$ cat src/rtl/axis_pkg.sv
// Shared definitions for the AXI-Stream pattern source: FSM state encoding
// and a byte-strobe helper.
package axis_pkg;

    typedef enum logic [1:0] {
        ST_IDLE = 2'd0,
        ST_SEND = 2'd1,
        ST_DONE = 2'd2
    } state_t;

    // All-ones strobe for a data bus of dw bits; callers size-cast to their strobe width.
    function automatic logic [127:0] STRB_ALL(input int dw);
        return (128'd1 << (dw / 8)) - 128'd1;
    endfunction

endpackage

$ cat src/rtl/axis_pattern_source.sv
// AXI-Stream master that sends one frame of incrementing data per start command,
// honouring tready backpressure and counting completed frames.
module axis_pattern_source
    import axis_pkg::*;
#(
    parameter int DATA_WIDTH = 32,
    parameter int LEN_WIDTH  = 12,
    parameter int CNT_WIDTH  = 16
) (
    input  logic                    m01_axis_aclk,
    input  logic                    m01_axis_aresetn,
    input  logic                    start,
    input  logic [LEN_WIDTH-1:0]    frame_len,
    input  logic [DATA_WIDTH-1:0]   seed,
    output logic                    busy,
    output logic                    done,
    output logic [CNT_WIDTH-1:0]    frame_count,
    input  logic                    m01_axis_tready,
    output logic [DATA_WIDTH-1:0]   m01_axis_tdata,
    output logic [DATA_WIDTH/8-1:0] m01_axis_tstrb,
    output logic                    m01_axis_tvalid,
    output logic                    m01_axis_tlast
);

    localparam int STRB_W = DATA_WIDTH / 8;

    state_t                 r_state;
    state_t                 w_next_state;
    logic [LEN_WIDTH-1:0]   r_len;
    logic [LEN_WIDTH-1:0]   r_beat_cnt;
    logic [DATA_WIDTH-1:0]  r_data;
    logic [CNT_WIDTH-1:0]   r_frame_count;

    logic w_launch;
    logic w_accept;
    logic w_last_beat;

    // Zero-length commands are dropped here so the FSM never enters SEND with nothing to send.
    assign w_launch    = (r_state == ST_IDLE) && start && (frame_len != '0);
    assign w_accept    = (r_state == ST_SEND) && m01_axis_tready;
    assign w_last_beat = (r_beat_cnt == r_len - LEN_WIDTH'(1));

    // NOTE: sequential state uses non-blocking (<=) so every flop samples pre-edge values.
    always_ff @(posedge m01_axis_aclk or negedge m01_axis_aresetn) begin
        if (!m01_axis_aresetn) begin
            r_state <= ST_IDLE;
        end else begin
            r_state <= w_next_state;
        end
    end

    // NOTE: defaulting every combinational output first prevents latch inference.
    always_comb begin
        w_next_state = r_state;
        case (r_state)
            ST_IDLE: if (w_launch)                 w_next_state = ST_SEND;
            ST_SEND: if (w_accept && w_last_beat)  w_next_state = ST_DONE;
            ST_DONE:                               w_next_state = ST_IDLE;
            default:                               w_next_state = ST_IDLE;
        endcase
    end

    // Data register and beat counter only move on launch or on an accepted
    // non-final beat, which keeps tdata/tlast frozen through stalls.
    always_ff @(posedge m01_axis_aclk or negedge m01_axis_aresetn) begin
        if (!m01_axis_aresetn) begin
            r_len      <= '0;
            r_beat_cnt <= '0;
            r_data     <= '0;
        end else if (w_launch) begin
            r_len      <= frame_len;
            r_beat_cnt <= '0;
            r_data     <= seed;
        end else if (w_accept && !w_last_beat) begin
            r_beat_cnt <= r_beat_cnt + LEN_WIDTH'(1);
            r_data     <= r_data + DATA_WIDTH'(1);
        end
    end

    always_ff @(posedge m01_axis_aclk or negedge m01_axis_aresetn) begin
        if (!m01_axis_aresetn) begin
            r_frame_count <= '0;
        end else if (r_state == ST_DONE) begin
            r_frame_count <= r_frame_count + CNT_WIDTH'(1);
        end
    end

    // Outputs decode flops only, so tready never reaches an output combinationally.
    always_comb begin
        m01_axis_tvalid = 1'b0;
        m01_axis_tlast  = 1'b0;
        m01_axis_tstrb  = '0;
        done            = 1'b0;
        busy            = 1'b0;
        case (r_state)
            ST_SEND: begin
                m01_axis_tvalid = 1'b1;
                m01_axis_tlast  = w_last_beat;
                m01_axis_tstrb  = STRB_W'(STRB_ALL(DATA_WIDTH));
                busy            = 1'b1;
            end
            ST_DONE: begin
                done = 1'b1;
                busy = 1'b1;
            end
            default: ;
        endcase
    end

    assign m01_axis_tdata = r_data;
    assign frame_count    = r_frame_count;

endmodule

$ cat config.mk
export PLATFORM = sky130hd
export DESIGN_NAME = axis_pattern_source
export DESIGN_NICKNAME = d
export VERILOG_FILES = /design/src/rtl/axis_pkg.sv /design/src/rtl/axis_pattern_source.sv
export SDC_FILE = /design/constraint.sdc
export NUM_CORES = 1
export LEC_CHECK = 0
export ABC_AREA = 0
export CAP_MARGIN = 5
export CORE_AREA = 3 3 100 102
export DETAILED_ROUTE_END_ITERATION = 8
export DIE_AREA = 0 0 103 105
export GPL_TIMING_DRIVEN = 1
export HOLD_SLACK_MARGIN = 0.06
export MAX_ROUTING_LAYER = met4
export PLACE_DENSITY_LB_ADDON = 0.12
export SLEW_MARGIN = 20
export SYNTH_ARGS = -nofsm -noshare
export SYNTH_HDL_FRONTEND = slang
export SYNTH_SLANG_ARGS = --single-unit
$ cat constraint.sdc
create_clock -name m01_axis_aclk -period 4.4 [get_ports m01_axis_aclk]
set_clock_uncertainty 0.2 [all_clocks]
set_input_delay 1.32 -clock m01_axis_aclk [delete_from_list [all_inputs] [get_ports m01_axis_aclk]]
set_output_delay 1.32 -clock m01_axis_aclk [all_outputs]
set_load 0.01 [all_outputs]
==> impl_metrics.toml, run 1 <==
[worst_setup_path]
cp_max_fo = 5
end_kind = "output pin"
worstSetupPathType = "reg2out"
path_cells = "inv_1 > ha_2 > nor2b_2 > buf_4 > a21o_1 > a211oi_1 > a2111oi_4 > nand4_4 > nor2_1 > dlygate4sd2_1"
startpoint_type = "register"
critPathArrivalTime_ns = 2.66
worstPathRequired_ns = 2.88
critPathSlowestCell = "a211oi_1"
critPathMaxStageDelay_ns = 0.52

[timing]
fin_setup_tns_ns = 0
final_hold_viol_count = 0
slew_violations = 0
fmax_ghz = 0.2390
rsz0062_at_grt = "false"
finalSetupViolations = 0
slew_headroom_pct = 42.14
fin_crit_sh_pct = 95.08
worst_pin_slew_ns = 0.8679
period_needed_ns = 4.184

[die]
die_area_um2 = 10820
start_util_pct = 50.80
rows = 35
ioPinCount = 104
core_um2 = 9196
die_x_um = 103
die-height_um = 105

[global_route]
gr-usage-met3_pct = 3.672
grt_busiest_layer = "met1"
grt_max_degree = 43
grt_overflow_total = 0
grt_pass1_vias = 4252
use_met2_pct = 35.88
use_met1_pct = 36.39
track_usage_pct = 25.04
grt_pass1_wl_mm = 21.09
antenna_found_initial = 0

[synthesis]
syn_inst = 525
synth_seq_cells = 74
synthArstFlopShare_pct = 100.0
yosysWarnings = 0
synth_ff_type = "dfrtp_1"
syn_nets = 580
syn_area_um2 = 4672
synth_cell_types = 61
synth_edf_count = 0
ys_seq_area_share_pct = 39.64
syn_avg_cell_area_um2 = 8.899

[placement]
dpl_cell_area_um2 = 5793
dp_hpwl_mm = 9.547
portBuffers = 103
finalWeightedCongestion = 0.9261

[cts]
cts_max_level = 3
holdBufCountCts = 0
cts-root-buf = "clkbuf_8"
cts_tree = "built"
clkLatencyLatePin_ns = 0.35
cts_sinks = 74
cts.path.max_buffers = 2
clk_pin_slew_ns = 0.08
numCtsBuffers = 9

[cells_and_area]
layout-drive-gt1-share_pct = 8.333
nFillCells = 789
syn2layout_area_growth_pct = 29.22
n_antenna_cell = 0
nNetsFinal = 674
final_cell_area_um2 = 6037

[power]
powerDensity_nw_per_um2 = 600.5
p_leak_nw = 2.431
finalPower_w = 0.003625
ir_worst_vdd_mv = 0.3336

[drt]
vias_per_cell = 5.905
dr.pass1.iters = 4
vias = 4340
wl_per_cell_um = 17.64
drtIter0Drc = 217
drt-total-wl_mm = 12.97
drc = 0
postRouteAntennaNets = 0

[status]
run_status = "complete, no violations"

[flow_run]
cap_viol_max_count = 0

[worst_hold_path]
hp-class = "reg2reg"
==> worst paths after layout <==
path | start | end | slack (ns) | cells past startpoint
min in group asynchronous | m01_axis_aresetn | r_len[9] | 0.87 | 1
min reg2reg | frame_count[15] | frame_count[15] | 0.26 | 1
max | r_len[0] | m01_axis_tlast | 0.22 | 10
max in group asynchronous | m01_axis_aresetn | m01_axis_tdata[18] | 2.43 | 2
min | frame_count[15] | frame_count[15] | 0.26 | 1
max reg2reg | r_len[0] | r_beat_cnt[11] | 0.82 | 12
==> layout by cell type (no fill, tap or decap), drive strengths merged, types with 17 or more instances in the layout <==
master / netlist / final
a41oi: 18 / 18
nor2: 27 / 27
nand2: 86 / 86
xnor2: 37 / 37
dfrtp: 74 / 74
and3: 20 / 20
o21ai: 34 / 34
nand3: 25 / 25
clkdlybuf4s50: 0 / 101
buf: 16 / 18
nand4: 17 / 17
==> power breakdown <==
group | switching [W] | total (W) | internal [W]
Sequential | 0.000285 | 0.00118 | 0.000892
Combinational | 0.00103 | 0.00189 | 0.000860
Clock | 0.000273 | 0.000554 | 0.000281
==> through the flow <==
step,instances,utilization [%],setup WS (ns),hold WS (ns)
6_report,735,65.65,0.2163,0.2647
5_1_grt,735,65.65,0.03397,0.2786
4_1_cts,735,65.56,0.2139,0.2702
3_5_place_dp,717,62.99,0.2129,0.2560
3_3_place_gp,717,62.99,0.2948,0.2583
2_1_floorplan,525,-,0.6118,0.2618
==> kinds of logic (layout without fill, tap and decap cells) <==
| family | after synthesis | count (layout) | synth area share (%) |
|---|---|---|---|
| XOR/XNOR | 48 | 48 | 8.998 |
| buffers and inverters | 47 | 146 | 4.981 |
| AO/OA/AOI/OAI | 108 | 108 | 17.22 |
| adder cells (fa/ha/maj) | 7 | 7 | 1.875 |
| multiplexers | 5 | 5 | 1.125 |
| AND/OR/NAND/NOR | 236 | 236 | 26.16 |
| flip-flops | 74 | 74 | 39.64 |
==> routing by layer <==
metal	share of wire [%]	vias to the layer above	wire, um
met3	6.9	14	890
met1	47	2073	6082
li1	-	2094	-
met4	1.1	0	142
met2	45	159	5854
met5	0	-	0
==> synthesized netlist by cell type, drive strengths merged (2+ instances only) <==
cell type  count  area [um^2]
nand2         86        322.8
dfrtp         74         1852
xnor2         37        324.1
o21ai         34        173.9
nor2          27        101.4
nand3         25        125.1
clkbuf        21        80.07
and3          20        125.1
a41oi         18        165.2
nand4         17        127.6
buf           16        115.1
a21oi         11        55.05
a31oi         11        68.82
nor3          11        55.05
nor4          11        83.83
xor2          11        96.34
inv           10        37.54
nand2b         8        50.05
ha             7        87.58
or3            7        43.79
and4           5        43.79
o31a           5        43.79
and2           4        25.02
nand4b         4        35.03
o41ai          4        42.55
or4            4        33.78
a211oi         3        22.52
a31o           3        26.28
mux2i          3        30.03
nand3b         3        22.52
a21o           2        15.01
a41o           2        20.02
mux2           2        22.52
nor2b          2        12.51
o22ai          2        12.51
o311ai         2        17.52
o31ai          2        28.78
==> worst max-delay path: cells and delay by family (launching register included) <==
family / cells / cell delay, ns
and+or+nand+nor: 3 / 0.36
adders and majority gates: 1 / 0.23
buffers and inverters: 3 / 0.50
DFF: 1 / 0.41
AOI/OAI and AO/OA: 3 / 0.82
==> layout make-up <==
cell class	instances	area [um^2]	share of cell area (%)
clock inverters	5	62.56	1.036
repair buffers	120	1190	19.71
well taps	111	138.9	2.301
flip-flops and latches	74	1852	30.67
clock buffers	11	141.4	2.342
multi-input cells	404	2615	43.32
inverters	10	37.54	0.6218
==> sequential cells by signal, summed over array words and instances, names as in the netlist <==
register / count
m01_axis_tdata: 32
frame_count: 16
r_beat_cnt: 12
r_len: 12
r_state: 2
==> repair_timing <==
item	4_1_cts	5_1_grt
endpoints found under the setup margin	1	1
pin swaps	1	0
gates resized for setup	6	1
buffers inserted	2	0
No activity file was read; power rests on OpenSTA's default activity.
==> run 2, diff against run 1 <==
--- a/config.mk
+++ b/config.mk
@@ -7,13 +7,13 @@
 export LEC_CHECK = 0
 export ABC_AREA = 0
 export CAP_MARGIN = 5
-export CORE_AREA = 3 3 100 102
+export CORE_AREA = 3 3 105 107
 export DETAILED_ROUTE_END_ITERATION = 8
-export DIE_AREA = 0 0 103 105
+export DIE_AREA = 0 0 108 110
 export GPL_TIMING_DRIVEN = 1
 export HOLD_SLACK_MARGIN = 0.06
 export MAX_ROUTING_LAYER = met4
-export PLACE_DENSITY_LB_ADDON = 0.12
+export PLACE_DENSITY = 0.76
 export SLEW_MARGIN = 20
 export SYNTH_ARGS = -nofsm -noshare
 export SYNTH_HDL_FRONTEND = slang
==> constraint.sdc (replaced) <==
create_clock -name m01_axis_aclk -period 3.7 [get_ports m01_axis_aclk]
set_clock_uncertainty 0.2 [all_clocks]
set_input_delay 1.11 -clock m01_axis_aclk [delete_from_list [all_inputs] [get_ports m01_axis_aclk]]
set_output_delay 1.11 -clock m01_axis_aclk [all_outputs]
set_load 0.01 [all_outputs]
==> run 2 against run 1 <==
  * Sequential share of layout area fell by 1.1 points
  * Count of clock-buffer cells in the layout rose by 2
  * Flip-flop and latch count did not move
  * Worst hold slack improved by 0.015 ns
  * The flow now finishes with violations (negative setup slack)
  * Largest power group unchanged
  * First-iteration DRC count rose by 0.46%
  * Die area rose by 9.8%
  * Sequential power rose by 15%
  * Core utilization fell by 4.4 points
  * Cell count rose by 6.8%
==> impl_metrics.toml, run 2 (same netlist as run 1, synthesis figures left out) <==
[drt]
maxUsedRoutingLayer = "met4"
drc = 0
dr.pass1.iters = 5
vias = 4424
met3_length_um = 607
drt-total-wl_mm = 12.49
vias_per_cell = 5.636
wl_per_cell_um = 15.92
postRouteAntennaNets = 0
drtIter0Drc = 218
dr_wl_met2_mm = 6.010
met1Wirelength_mm = 5.583

[global_route]
grt_max_degree = 75
antenna_found_initial = 0
grt_overflow_total = 0
grt_pass1_wl_mm = 20.28
grt_pass1_vias = 4153
track_usage_pct = 21.97

[timing]
fin_crit_sh_pct = 100.5
setup_ws_ns = -0.01787
slew_headroom_pct = 37.83
final_hold_viol_count = 0
worst_pin_slew_ns = 0.9325
rsz0062_at_grt = "true"
finalSetupViolations = 1
period_needed_ns = 3.718
slew_violations = 0
fmax_ghz = 0.2690

[worst_setup_path]
cp_max_fo = 4
critPathArrivalTime_ns = 2.41
crit_buf_inv = 2
startpoint_type = "register"
critPathTopFamily = "simple AND/OR/NAND/NOR gates"
critPathMaxStageDelay_ns = 0.52
critPathSlowestCell = "or4_4"
path_cells = "inv_1 > ha_2 > nor2b_2 > or4_4 > o22ai_2 > o21a_1 > nand4_4 > nor2_2 > buf_2"
worstSetupPathType = "reg2out"
worstPathRequired_ns = 2.39
end_kind = "output pin"

[placement]
dp_hpwl_mm = 9.232
dpl_cell_area_um2 = 5997
finalWeightedCongestion = 0.8480
portBuffers = 103
placedCellCount = 768

[power]
clkPwrFrac_pct = 15.5
power.switching_w = 0.001889
p_seq_share_pct = 30.1
p_int_w = 0.002637
powerDensity_nw_per_um2 = 721.9
combPwrFrac_pct = 54.3
ir_worst_vdd_mv = 0.3353
swShare_pct = 41.73
p_leak_nw = 2.560

[status]
failed_checks = "negative setup slack"
run_status = "finished with violations"

[die]
die_area_um2 = 11880
die-height_um = 110
rows = 37
core_um2 = 10230
ioPinCount = 104
die_x_um = 108
start_util_pct = 45.66

[cells_and_area]
layout-drive-gt1-share_pct = 12.33
mostFrequentLayoutCell = "clkdlybuf4s50_1"
largest_reg_flops = 32
n_antenna_cell = 0
final_cell_area_um2 = 6270
syn2layout_area_growth_pct = 34.20
nNetsFinal = 700
final_cell_mix = "101 x clkdlybuf4s50_1, 86 x nand2_1, 74 x dfrtp_1"
final_cells = 785
nFillCells = 895

[cts]
holdBufCountCts = 0
clk_pin_slew_ns = 0.07
cts_tree = "built"
cts.path.max_buffers = 2
cts_max_level = 3
numCtsBuffers = 9
cts-root-buf = "clkbuf_8"
clkLatencyLatePin_ns = 0.36
cts_sinks = 74

[worst_hold_path]
hp-class = "reg2reg"

[flow_run]
cap_viol_max_count = 0
## run 2: power by group through the flow
stage	combinational, W	sequential, W	clock, W
final	0.00246	0.00136	0.000704
after global routing	0.00267	0.00140	0.000751
after CTS	0.00246	0.00136	0.000716
after detailed placement	0.00240	0.00137	0
after global placement	0.00236	0.00136	0
after floorplan	0.00136	0.00138	0
## run 2: what timing repair did
| item | CTS | global route |
|---|---|---|
| endpoints found under the setup margin | 1 | 1 |
| buffers inserted | 2 | 0 |
| pin swaps | 2 | 0 |
| resized for setup | 12 | 1 |
## run 2: area by class of cell
class                      count  area, um^2  area share (%)
clock buffer                  13       158.9           2.534
multi-input combinational    404        2633           41.99
sequential                    74        1852           29.54
tap                          136       170.2           2.714
inverter                      10       37.54          0.5987
clock inverter                 2       60.06          0.9579
timing repair buffer         146        1359           21.67
## run 2: worst paths after layout
| path | startpoint | end | slack (ns) | cells past startpoint |
|---|---|---|---|---|
| worst max-delay path | r_len[1] | m01_axis_tlast | -0.02 | 9 |
| worst min-delay path | frame_count[15] | frame_count[15] | 0.28 | 1 |
| worst max register to register | r_len[3] | r_beat_cnt[11] | 0.39 | 9 |
| worst min register to register | frame_count[15] | frame_count[15] | 0.28 | 1 |
| max in group asynchronous | m01_axis_aresetn | r_beat_cnt[8] | 2.00 | 1 |
| min in group asynchronous | m01_axis_aresetn | m01_axis_tdata[31] | 0.68 | 1 |
## run 2: per-stage QoR
step / util (%) / setup TNS [ns] / setup WS [ns] / power, W / hold WS, ns
after detailed placement: 58.62 / -0.1378 / -0.1378 / 0.003766 / 0.2733
after global routing: 61.28 / -0.1578 / -0.1578 / 0.004826 / 0.3189
after floorplan: - / 0 / 0.1218 / 0.002740 / 0.2618
after global placement: 58.62 / -0.1178 / -0.1178 / 0.003717 / 0.2609
final: 61.28 / -0.01787 / -0.01787 / 0.004526 / 0.2799
after CTS: 61.26 / -0.007352 / -0.007352 / 0.004531 / 0.2866
## run 2: layer usage
layer  track usage [%]  vias to the layer above
li1                  -                     2150
met1             29.00                     2123
met2             34.86                      131
met3             2.796                       20
met4             8.476                        0
met5                 -                        -
==> run 3, diff against run 2 <==
--- a/config.mk
+++ b/config.mk
@@ -7,13 +7,13 @@
 export LEC_CHECK = 0
 export ABC_AREA = 0
 export CAP_MARGIN = 5
-export CORE_AREA = 3 3 105 107
+export CORE_AREA = 3 3 106 108
 export DETAILED_ROUTE_END_ITERATION = 8
-export DIE_AREA = 0 0 108 110
+export DIE_AREA = 0 0 109 111
 export GPL_TIMING_DRIVEN = 1
 export HOLD_SLACK_MARGIN = 0.06
 export MAX_ROUTING_LAYER = met4
-export PLACE_DENSITY = 0.76
+export PLACE_DENSITY = 0.75
 export SLEW_MARGIN = 20
 export SYNTH_ARGS = -nofsm -noshare
 export SYNTH_HDL_FRONTEND = slang
==> run 3 against run 2 <==
  * The flow still finishes with violations (negative setup slack)
  * Fmax is 0.19% higher
  * First-iteration DRC count is 0.46% higher
  * Clock power hardly changed
  * Combinational power hardly changed
  * Via count is 0.66% higher
  * Non-clock buffer count is 2 lower
  * Final area is 0.26% lower
  * Setup slack better by 0.0070 ns
==> impl_metrics.toml, run 3 (same netlist as run 1, synthesis figures left out) <==
[global_route]
grt_pass1_vias = 4336
grt_max_degree = 75
track_usage_pct = 21.56
grt_pass1_wl_mm = 20.69
antenna_found_initial = 0
grt_overflow_total = 0

[worst_setup_path]
path_cells = "inv_1 > ha_2 > nor2b_2 > or4_4 > o22ai_2 > o21a_1 > nand4_4 > nor2_1 > buf_2"
crit_path_start = "r_len[1]"
critPathArrivalTime_ns = 2.40
critPathMaxStageDelay_ns = 0.51
cp_max_fo = 3
r2r-start = "r_len[1]"
startpoint_type = "register"
worstPathRequired_ns = 2.39
critPathTopFamily = "simple AND/OR/NAND/NOR gates"
crit_buf_inv = 2
worstSetupPathType = "reg2out"
end_kind = "output pin"
critPathSlowestCell = "or4_4"

[placement]
preCtsSetupSlack_ns = -0.1334
dp_hpwl_mm = 9.439
finalWeightedCongestion = 0.9088
dpl_cell_area_um2 = 5969
portBuffers = 103

[drt]
dr.pass1.iters = 4
postRouteAntennaNets = 0
wl_per_cell_um = 16.11
vias = 4453
vias_per_cell = 5.680
drt-total-wl_mm = 12.63
drtIter0Drc = 219
drc = 0

[cells_and_area]
n_antenna_cell = 0
mostFrequentLayoutCell = "clkdlybuf4s50_1"
layout-drive-gt1-share_pct = 12.65
syn2layout_area_growth_pct = 33.85
nNetsFinal = 698
largest_reg_flops = 32
final_cell_mix = "101 x clkdlybuf4s50_1, 86 x nand2_1, 74 x dfrtp_1"
final_cell_area_um2 = 6254

[die]
start_util_pct = 45.26
die-height_um = 111
ioPinCount = 104
die_x_um = 109
core_um2 = 10320
rows = 37
die_area_um2 = 12100

[power]
ir_worst_vdd_mv = 0.3543
p_seq_share_pct = 30.3
finalPower_w = 0.004522
powerDensity_nw_per_um2 = 723.0
clkPwrFrac_pct = 15.6
p_int_w = 0.002608
power.switching_w = 0.001914
swShare_pct = 42.33
combPwrFrac_pct = 54.1
p_leak_nw = 2.550

[cts]
clkLatencyLatePin_ns = 0.34
cts_max_level = 3
cts.path.max_buffers = 2
cts_tree = "built"
numCtsBuffers = 9
cts_sinks = 74
cts-root-buf = "clkbuf_8"
clk_pin_slew_ns = 0.07

[timing]
fmax_ghz = 0.2695
worst_pin_slew_ns = 0.9245
setup_ws_ns = -0.01086
fin_crit_sh_pct = 100.3
period_needed_ns = 3.711
slew_headroom_pct = 38.37
slew_violations = 0
hold_ws_ns = 0.2658
rsz0062_at_grt = "true"
finalSetupViolations = 1
final_hold_viol_count = 0

[status]
failed_checks = "negative setup slack"
run_status = "finished with violations"

[worst_hold_path]
hp-class = "reg2reg"
hold_start = "frame_count[15]"

[flow_run]
cap_viol_max_count = 0
-- run 3: timing repair --
item                                    4_1_cts  5_1_grt
setup buffers                                 2        0
hold buffers                                  0        0
gates resized for setup                      12        3
pin swaps                                     2        0
gates cloned                                  0        0
endpoints found under the setup margin        1        1
-- run 3: worst paths after layout --
path | cells after the start | slack (ns) | to
max | 9 | -0.01 | m01_axis_tlast
min | 1 | 0.27 | frame_count[15]
max reg2reg | 12 | 0.61 | m01_axis_tdata[7]
min reg2reg | 1 | 0.27 | frame_count[15]
max in group asynchronous | 1 | 2.00 | r_len[0]
min in group asynchronous | 1 | 0.68 | m01_axis_tdata[31]
-- run 3: power groups by stage --
stage / Sequential, W / Combinational (W) / Clock, W
2_1_floorplan: 0.00138 / 0.00136 / 0
3_3_place_gp: 0.00137 / 0.00233 / 0
3_5_place_dp: 0.00138 / 0.00236 / 0
4_1_cts: 0.00136 / 0.00243 / 0.000718
5_1_grt: 0.00141 / 0.00266 / 0.000751
6_report: 0.00137 / 0.00245 / 0.000704
-- run 3: worst register-to-register path: cells and delay by family (launching register included) --
| family | cells | cell delay (ns) |
|---|---|---|
| AO/OA/AOI/OAI | 5 | 0.98 |
| AND/OR/NAND/NOR | 2 | 0.65 |
| buffers and inverters | 4 | 0.62 |
| flip-flops | 1 | 0.39 |
| adder cells (fa/ha/maj) | 1 | 0.18 |
-- run 3: per-stage QoR --
stage | std cells | util, % | setup TNS, ns
2_1_floorplan | 525 | - | 0
3_3_place_gp | 766 | 57.82 | -0.1102
3_5_place_dp | 766 | 57.82 | -0.1334
4_1_cts | 784 | 60.42 | -0.009305
5_1_grt | 784 | 60.57 | -0.1113
6_report | 784 | 60.57 | -0.01086
-- run 3: layout make-up --
class	instances	area (um^2)
clock inverter	5	77.57
timing repair buffer	144	1331
inverter	10	37.54
clock buffer	11	141.4
sequential	74	1852
multi-input combinational	404	2644
tap	136	170.2
fill	897	4070
-- run 3: layer usage --
layer | vias up | routed length, um | share of wire [%] | track usage (%)
met5 | - | 0 | 0 | -
met4 | 0 | 170 | 1.3 | 5.892
met3 | 15 | 602 | 4.8 | 3.553
met2 | 130 | 6106 | 48 | 33.42
met1 | 2162 | 5749 | 46 | 29.16
li1 | 2146 | - | - | -
